### config.mk
export PLATFORM = sky130hd
export DESIGN_NAME = pwm_duty_capture_flat
export DESIGN_NICKNAME = d
export VERILOG_FILES = /design/src/rtl/pwm_duty_capture_if.sv /design/src/rtl/pwm_duty_capture.sv /design/src/flat_wrapper.sv
export SDC_FILE = /design/constraint.sdc
export NUM_CORES = 1
export LEC_CHECK = 0
export CAP_MARGIN = 20
export CORE_UTILIZATION = 55
export DETAILED_ROUTE_END_ITERATION = 8
export PLACE_DENSITY = 0.91
export SLEW_MARGIN = 20
export SYNTH_ARGS = -nofsm -noshare
export SYNTH_HDL_FRONTEND = slang
export SYNTH_HIERARCHICAL = 1
export SYNTH_SLANG_ARGS = --single-unit
### constraint.sdc
create_clock -name clk -period 2.9 [get_ports clk]
set_clock_uncertainty 0.05 [all_clocks]
set_input_delay 0.435 -clock clk [delete_from_list [all_inputs] [get_ports clk]]
set_output_delay 0.435 -clock clk [all_outputs]
set_load 0.1 [all_outputs]
### src/rtl/pwm_duty_capture_if.sv
// pwm_duty_capture_if
//   Bundles the measurement-side signals of the PWM duty capture block.
//   master : drives the PWM lines and frame_sync, observes the results.
//   slave  : the capture block itself.
//   Signals:
//     pwm_in     [CHANNELS]        raw PWM lines (async to clk)
//     frame_sync                   synchronous window restart
//     duty_flat  [CHANNELS*CNT_W]  channel k count at [k*CNT_W +: CNT_W]
//     duty_valid                   one-cycle pulse when duty_flat updates
//     stuck_high / stuck_low       per-channel constant-level flags
//     window_cnt [CNT_W]           current position in the window
interface pwm_duty_capture_if #(
    parameter int CHANNELS = 8,
    parameter int CNT_W    = 8
);
    logic [CHANNELS-1:0]       pwm_in;
    logic                      frame_sync;
    logic [CHANNELS*CNT_W-1:0] duty_flat;
    logic                      duty_valid;
    logic [CHANNELS-1:0]       stuck_high;
    logic [CHANNELS-1:0]       stuck_low;
    logic [CNT_W-1:0]          window_cnt;

    modport master (
        output pwm_in, frame_sync,
        input  duty_flat, duty_valid, stuck_high, stuck_low, window_cnt
    );

    modport slave (
        input  pwm_in, frame_sync,
        output duty_flat, duty_valid, stuck_high, stuck_low, window_cnt
    );
endinterface

### src/rtl/pwm_duty_capture.sv
// pwm_duty_capture
//   Measures the duty cycle of CHANNELS PWM lines over a free-running window
//   of PERIOD clocks and publishes one count per channel at each window end,
//   together with stuck-high / stuck-low flags for the completed window.
//   Ports:
//     clk   : system clock, rising edge
//     reset : asynchronous, active-high
//     bus   : pwm_duty_capture_if.slave (PWM inputs, frame_sync, results)

// One measurement lane: synchronizer, accumulator and published result.
module pwm_duty_capture_lane #(
    parameter int PERIOD = 101,
    parameter int CNT_W  = 8
) (
    input  logic             clk,
    input  logic             reset,
    input  logic             pwm,
    input  logic             clr,      // frame_sync: drop the partial window
    input  logic             publish,  // terminal cycle not overridden by clr
    output logic [CNT_W-1:0] duty,
    output logic             stuck_high,
    output logic             stuck_low
);
    logic             sync1_q, sync1_d;
    logic             sync2_q, sync2_d;
    logic [CNT_W-1:0] acc_q, acc_d;
    logic [CNT_W-1:0] duty_q, duty_d;
    logic             stuck_high_q, stuck_high_d;
    logic             stuck_low_q, stuck_low_d;
    logic [CNT_W-1:0] sum;

    always_comb begin
        sync1_d      = pwm;
        sync2_d      = sync1_q;
        // The final sample of the window is folded in on the publish edge.
        sum          = acc_q + {{(CNT_W-1){1'b0}}, sync2_q};
        acc_d        = (clr || publish) ? '0 : sum;
        duty_d       = duty_q;
        stuck_high_d = stuck_high_q;
        stuck_low_d  = stuck_low_q;
        if (publish) begin
            duty_d       = sum;
            stuck_high_d = (sum == CNT_W'(PERIOD));
            stuck_low_d  = (sum == '0);
        end
    end

    always_ff @(posedge clk or posedge reset) begin
        if (reset) begin
            sync1_q      <= 1'b0;
            sync2_q      <= 1'b0;
            acc_q        <= '0;
            duty_q       <= '0;
            stuck_high_q <= 1'b0;
            stuck_low_q  <= 1'b0;
        end else begin
            sync1_q      <= sync1_d;
            sync2_q      <= sync2_d;
            acc_q        <= acc_d;
            duty_q       <= duty_d;
            stuck_high_q <= stuck_high_d;
            stuck_low_q  <= stuck_low_d;
        end
    end

    assign duty       = duty_q;
    assign stuck_high = stuck_high_q;
    assign stuck_low  = stuck_low_q;
endmodule

module pwm_duty_capture #(
    parameter int CHANNELS = 8,
    parameter int PERIOD   = 101,
    parameter int CNT_W    = 8
) (
    input  logic                clk,
    input  logic                reset,
    pwm_duty_capture_if.slave   bus
);
    logic [CNT_W-1:0]                 window_cnt_q, window_cnt_d;
    logic                             duty_valid_q, duty_valid_d;
    logic                             term;
    logic                             publish;
    logic [CHANNELS-1:0][CNT_W-1:0]   duty;
    logic [CHANNELS-1:0]              stuck_high;
    logic [CHANNELS-1:0]              stuck_low;

    // frame_sync beats the terminal cycle: the window is restarted and
    // nothing is published.
    always_comb begin
        term         = (window_cnt_q == CNT_W'(PERIOD - 1));
        publish      = term && !bus.frame_sync;
        window_cnt_d = (term || bus.frame_sync) ? '0 : window_cnt_q + 1'b1;
        duty_valid_d = publish;
    end

    always_ff @(posedge clk or posedge reset) begin
        if (reset) begin
            window_cnt_q <= '0;
            duty_valid_q <= 1'b0;
        end else begin
            window_cnt_q <= window_cnt_d;
            duty_valid_q <= duty_valid_d;
        end
    end

    for (genvar k = 0; k < CHANNELS; k++) begin : g_lane
        pwm_duty_capture_lane #(
            .PERIOD (PERIOD),
            .CNT_W  (CNT_W)
        ) u_lane (
            .clk        (clk),
            .reset      (reset),
            .pwm        (bus.pwm_in[k]),
            .clr        (bus.frame_sync),
            .publish    (publish),
            .duty       (duty[k]),
            .stuck_high (stuck_high[k]),
            .stuck_low  (stuck_low[k])
        );
    end

    // Packed [CHANNELS][CNT_W] places channel k at [k*CNT_W +: CNT_W].
    assign bus.duty_flat  = duty;
    assign bus.duty_valid = duty_valid_q;
    assign bus.stuck_high = stuck_high;
    assign bus.stuck_low  = stuck_low;
    assign bus.window_cnt = window_cnt_q;
endmodule

### src/flat_wrapper.sv
// flat-port wrapper written by rule: the top's interface ports become plain ports
module pwm_duty_capture_flat 
#(
    parameter int CHANNELS = 8,
    parameter int PERIOD   = 101,
    parameter int CNT_W    = 8
)
  (clk, reset, bus_pwm_in, bus_frame_sync, bus_duty_flat, bus_duty_valid, bus_stuck_high, bus_stuck_low, bus_window_cnt);
  pwm_duty_capture_if #(.CHANNELS(CHANNELS), .CNT_W(CNT_W)) bus_i ();
  input  logic clk;
  input  logic reset;
  input wire logic [$bits(bus_i.pwm_in)-1:0] bus_pwm_in;
  input wire logic [$bits(bus_i.frame_sync)-1:0] bus_frame_sync;
  output wire logic [$bits(bus_i.duty_flat)-1:0] bus_duty_flat;
  output wire logic [$bits(bus_i.duty_valid)-1:0] bus_duty_valid;
  output wire logic [$bits(bus_i.stuck_high)-1:0] bus_stuck_high;
  output wire logic [$bits(bus_i.stuck_low)-1:0] bus_stuck_low;
  output wire logic [$bits(bus_i.window_cnt)-1:0] bus_window_cnt;
  assign bus_i.pwm_in = bus_pwm_in;
  assign bus_i.frame_sync = bus_frame_sync;
  assign bus_duty_flat = bus_i.duty_flat;
  assign bus_duty_valid = bus_i.duty_valid;
  assign bus_stuck_high = bus_i.stuck_high;
  assign bus_stuck_low = bus_i.stuck_low;
  assign bus_window_cnt = bus_i.window_cnt;
  pwm_duty_capture #(.CHANNELS(CHANNELS), .PERIOD(PERIOD), .CNT_W(CNT_W)) u_core (.clk(clk), .reset(reset), .bus(bus_i));
endmodule
Yosys cells after proc, flatten, opt, wreduce, memory -nomap -nowiden
Index checks and enable logic that the tools add are counted.
{"block": "classes", "n_addsub": 9, "n_mul": 0, "n_div": 0, "order_cmp": 0, "eq_ne": 9, "shifts": 0, "mux": 9, "n_bitwise": 0, "reduce_logical": 12}
{"cell": "8-bit by 7-bit == test with 1-bit output (second input constant)", "count": 9}
{"cell": "8-bit 2-to-1 mux", "count": 9}
{"cell": "8-bit by 1-bit adder with 8-bit output", "count": 8}
{"cell": "8-bit logical NOT", "count": 8}
{"cell": "8-bit by 1-bit adder with 8-bit output (second input constant)", "count": 1}
{"cell": "1-bit logical OR", "count": 2}
{"cell": "1-bit logical AND", "count": 1}
{"cell": "1-bit logical NOT", "count": 1}
{"block": "word_totals", "register_bits": 169, "latch_bits": 0, "ramBits": 0, "rom_bits": 0, "mem_count": 0}

Depth between registers and ports, before layout
{"block": "logic_depth", "word_depth": 4, "ltp_mapped": 10, "mapped_depth_nobuf": 9}

Cells and area by module
Netlist, hierarchy kept.
{"module": "pwm_duty_capture_lane", "n_inst": 8, "cells_per_inst": 81, "area_each_um2": 915.9}
{"module": "pwm_duty_capture", "n_inst": 1, "cells_per_inst": 46, "area_each_um2": 445.4}

Worst setup path before layout
No wires, ideal clock.
{"block": "synth_path", "path_kind": "reg-to-reg", "start": "register u_core.window_cnt_q[0], in the netlist u_core/bus.window_cnt[0]", "end": "register u_core.g_lane[0].u_lane.stuck_low_q", "setup_ps": 104, "arrival_ps": 2927, "required_time_ps": 2746, "path_slack_ps": -180, "stages_incl_launch_ff": 11, "n_path_buf": 1, "synth_period_minus_slack_ps": 3080, "path_cell_list": "dfrtp_1 -> inv_1 -> ha_1 -> nand4b_1 -> or3_1 -> nor3_1 -> buf_2 -> and2b_1 -> nand3_1 -> o31a_1 -> o41ai_2"}
{"block": "synth_between", "elab_chain_len": 2}
{"element": "start: declaration", "line": "pwm_duty_capture.sv:80", "rtl": "logic [CNT_W-1:0] window_cnt_q, window_cnt_d;"}
{"element": "start signal: assignment", "line": "pwm_duty_capture.sv:102", "rtl": "window_cnt_q <= window_cnt_d;"}
{"element": "8-bit by 7-bit == test with 1-bit output", "line": "pwm_duty_capture.sv:91", "rtl": "term = (window_cnt_q == CNT_W'(PERIOD - 1));"}
{"element": "1-bit logical AND", "line": "pwm_duty_capture.sv:92", "rtl": "publish = term && !bus.frame_sync;"}
{"element": "net u_core.duty_valid_d", "line": "pwm_duty_capture.sv:81", "rtl": "logic duty_valid_q, duty_valid_d;"}
{"element": "end signal: assignment", "line": "pwm_duty_capture.sv:62", "rtl": "stuck_low_q <= stuck_low_d;"}
{"element": "end: declaration", "line": "pwm_duty_capture.sv:29", "rtl": "logic stuck_low_q, stuck_low_d;"}
The timed path passes the listed nets, and every way through them passes these cells.
A chain may end at the register's enable or synchronous reset.

Worst setup path after layout
Same ends and word-level chain as after synthesis.

==> impl_metrics.ini <==
[min_path]
worst_hold_path_type = reg2reg
min_path_cells = 0
hold-path-endpoint = u_core/g_lane[2].u_lane/sync2_q
min_delay_startpoint = u_core/g_lane[2].u_lane/sync1_q

[outcome]
result_of_the_run = finished clean

[detailed_routing]
route.vias.total = 5249
met2WireLength_um = 7520
wl_met1_um = 6800
detail_route.vias_per_cell = 5.35
drt_iter0_markers = 276
dr.pass1.iters = 4
ant_nets = 0
maxUsedRoutingLayer = met4
finalWirelength_um = 15300
met3RoutedLength_um = 507
wire_per_inst_um = 15.6
drc = 0

[die]
io-pin-count = 100
core_area_mm2 = 0.0138
die_y_um = 121
floorplan.die.width_um = 121
floorplan.die_area_mm2 = 0.0146
placement_rows = 43
floorplan.initialDensity_pct = 56.2

[clocking]
cts_buffers = 17
ctsRootBufferMaster = clkbuf_16
cts-resized-gates = 0
clk_transition_reported_paths_ns = 0.06
postCtsSetupRepairBufs = 0
clkSinkCount = 169
cts-root-to-sink-buffers = 2
tritoncts_clock_tree = yes
worst_skew_pair.late_latency_ns = 0.43
maximum_level_of_the_cts_h_tree = 4
cts_hold_repair.buffers = 0

[placed_design]
port-buffer-count = 99
detailed_placer_s_ending_hpwl_um = 10600
routabilityCongestion = 0.864
placement.setup.worst_slack_ns = 0.289
placed_instance_area_mm2 = 0.00866

[logic_synthesis]
post-synth-top-count-cell = dfrtp_1
synth_cell_types = 34
ys.warnings.count = 6
synth.mux.area_fraction_pct = 2.32
ys_seq_elements = 169
area_fraction_in_compound_gates_after_synthesis_pct = 8.10
postSynth.asyncResetShare_pct = 100
syn-num-nets = 723
instance_count_of_the_mapped_netlist = 694
synth-main-ff-cell = dfrtp_1
synth_xor_xnor_area_share_pct = 9.90
post_synth_main_area_contributors = dfrtp_1 54%, xnor2_1 6.3%, nor2_1 5.6%
avgSynthCellArea_um2 = 11.2
yosysSeqAreaShare_pct = 54.4
area_share_of_fa_ha_maj_cells_after_synthesis_pct = 2.90
post_synthesis_simple_gate_area_fraction_pct = 18.5
synth_enable_flop_cells = 0
post_synth_instance_area_mm2 = 0.00777
post_synth_most_frequent_cells = 169 x dfrtp_1, 115 x nor2_1, 56 x xnor2_1, 52 x a21oi_1, 30 x inv_1
synth_top_area_share_pct = 54.4
synth_top_family_by_area = simple AND/OR/NAND/NOR gates
synth_top_cell_by_area = dfrtp_1

[pwr]
post-layout-total-power_mw = 5.42
p_leak_nw = 4.31
power-per-cell-area_mw_per_mm2 = 584
vdd_ir_drop_max_v = 0.000456

[sta]
setup_violations = 0
finalHoldViolCount = 0
min_period_over_period_pct = 91.0
setup-tns-final_ns = 0
report.final.slew_viol_count = 0
worstMarginPinSlew_ns = 0.792
fmax_mhz = 379
rsz0062_at_grt = no
max_slew_margin_pct = 47.2
worst_hold_slack_across_all_endpoints_ns = 0.297
post-route-worst-setup-slack_ns = 0.260
finalCriticalPeriod_ns = 2.64

[critical_path]
critical_path_fanouts_max = 15
setup.worst_path.start_class = register
r2r.worst_path.cells = 10
r2r_slack_ns = 0.26
r2r-end = u_core/g_lane[0].u_lane/stuck_low
critPathCaptureType = register
rr_startpoint = u_core/bus.window_cnt[0]
cp.required_ns = 3.17
criticalPathCategory = reg2reg
worstPathArrival_ns = 2.91

[grt]
antenna_violations_before_repair = 0
pin_count_of_the_biggest_net_entering_global_routing = 44
total_grt_usage_pct = 22.7
gr-total-overflow = 0
global_route_wire_length_before_repair_um = 25700
grt_pass1_vias = 5178

[cells_and_area]
area_of_the_multi_input_gates_mm2 = 0.00325
post-route-cell-area_mm2 = 0.00928
post_route_cells_drive_above_1_share_pct = 27.1
fill_cells = 1037
final-seq-area_mm2 = 0.00424
diodes = 0
flow.area_growth_from_synthesis_pct = 19.4
fin_nets = 817

[flow_run]
max_cap_viols = 0
## critical path: stages (launching register included)
cell and delay [ns]:
dfrtp_2 0.44, inv_1 0.07, ha_1 0.14, nand4b_1 0.12
or3_1 0.37, nor3_2 0.22, buf_4 0.26, and2b_1 0.17
nand3_1 0.09, o31a_1 0.30, o41ai_2 0.30
## registers in the layout, summed over array words and instances (netlist names)
name,cells
u_core/bus.window_cnt,8
u_core/g_lane.u_lane/stuck_low,8
u_core/g_lane.u_lane/stuck_high,8
u_core/g_lane.u_lane/sync1_q,8
u_core/g_lane.u_lane/acc_q,64
u_core/bus.duty_valid,1
u_core/g_lane.u_lane/sync2_q,8
u_core/g_lane.u_lane/duty,64
## stage by stage
stage	cells	utilization (%)
2_1_floorplan	694	-
3_3_place_gp	949	62.6
3_5_place_dp	949	62.6
4_1_cts	981	67.1
5_1_grt	981	67.1
6_report	981	67.1
## placed cells by master (no fill, tap or decap), types with 16 or more instances in the layout
cell and instances:
dfrtp_1 164, nor2_1 115, buf_4 96, xnor2_1 56
a21oi_1 52, inv_1 30, nand2_1 28, nand3_1 25
nand2b_1 24, ha_1 18, clkbuf_16 17, xor2_1 17
nor3_1 17, mux2_2 16, o41ai_2 16
## cells by family after synthesis
group | count (synthesis)
AO/OA/AOI/OAI | 82
XOR/XNOR | 81
adder cells (fa/ha/maj) | 18
buffers and inverters | 62
flip-flops | 169
multiplexers | 16
AND/OR/NAND/NOR | 266
## metal layers
layer | global-route usage [%] | vias up
li1 | - | 2489
met1 | 30.0 | 2605
met2 | 36.2 | 122
met3 | 4.37 | 33
met4 | 10.3 | 0
met5 | 0 | -
## power breakdown
part / switching [mW] / total (mW) / internal [mW]
sequential: 0.0420 / 2.47 / 2.43
clock: 0.917 / 2.36 / 1.44
combinational: 0.459 / 0.588 / 0.128
total: 1.42 / 5.42 / 4.00
## how the worst max path moves through the flow
stage	from	endpoint	slack [ns]	depth (start not counted)
6_report	u_core/bus.window_cnt[0]	u_core/g_lane[0].u_lane/stuck_low	0.26	10
2_1_floorplan	u_core/bus.window_cnt[0]	u_core/g_lane[0].u_lane/stuck_low	0.04	10
5_1_grt	u_core/bus.window_cnt[0]	u_core/g_lane[2].u_lane/stuck_low	0.06	10
4_1_cts	u_core/bus.window_cnt[0]	u_core/g_lane[2].u_lane/stuck_low	0.26	10
3_3_place_gp	u_core/bus.window_cnt[0]	u_core/g_lane[2].u_lane/stuck_high	0.38	10
3_5_place_dp	u_core/bus.window_cnt[0]	u_core/g_lane[2].u_lane/stuck_high	0.29	10
## cell type report
type,instances,share of cell area (%)
Timing Repair Buffer,107,9.06
Clock buffer,18,4.62
Inverter,30,1.21
Tap cell,180,2.43
Sequential cell,169,45.6
Clock inverter,14,2.10
Multi-Input combinational cell,463,35.0
(Power assumes the default switching activity.)
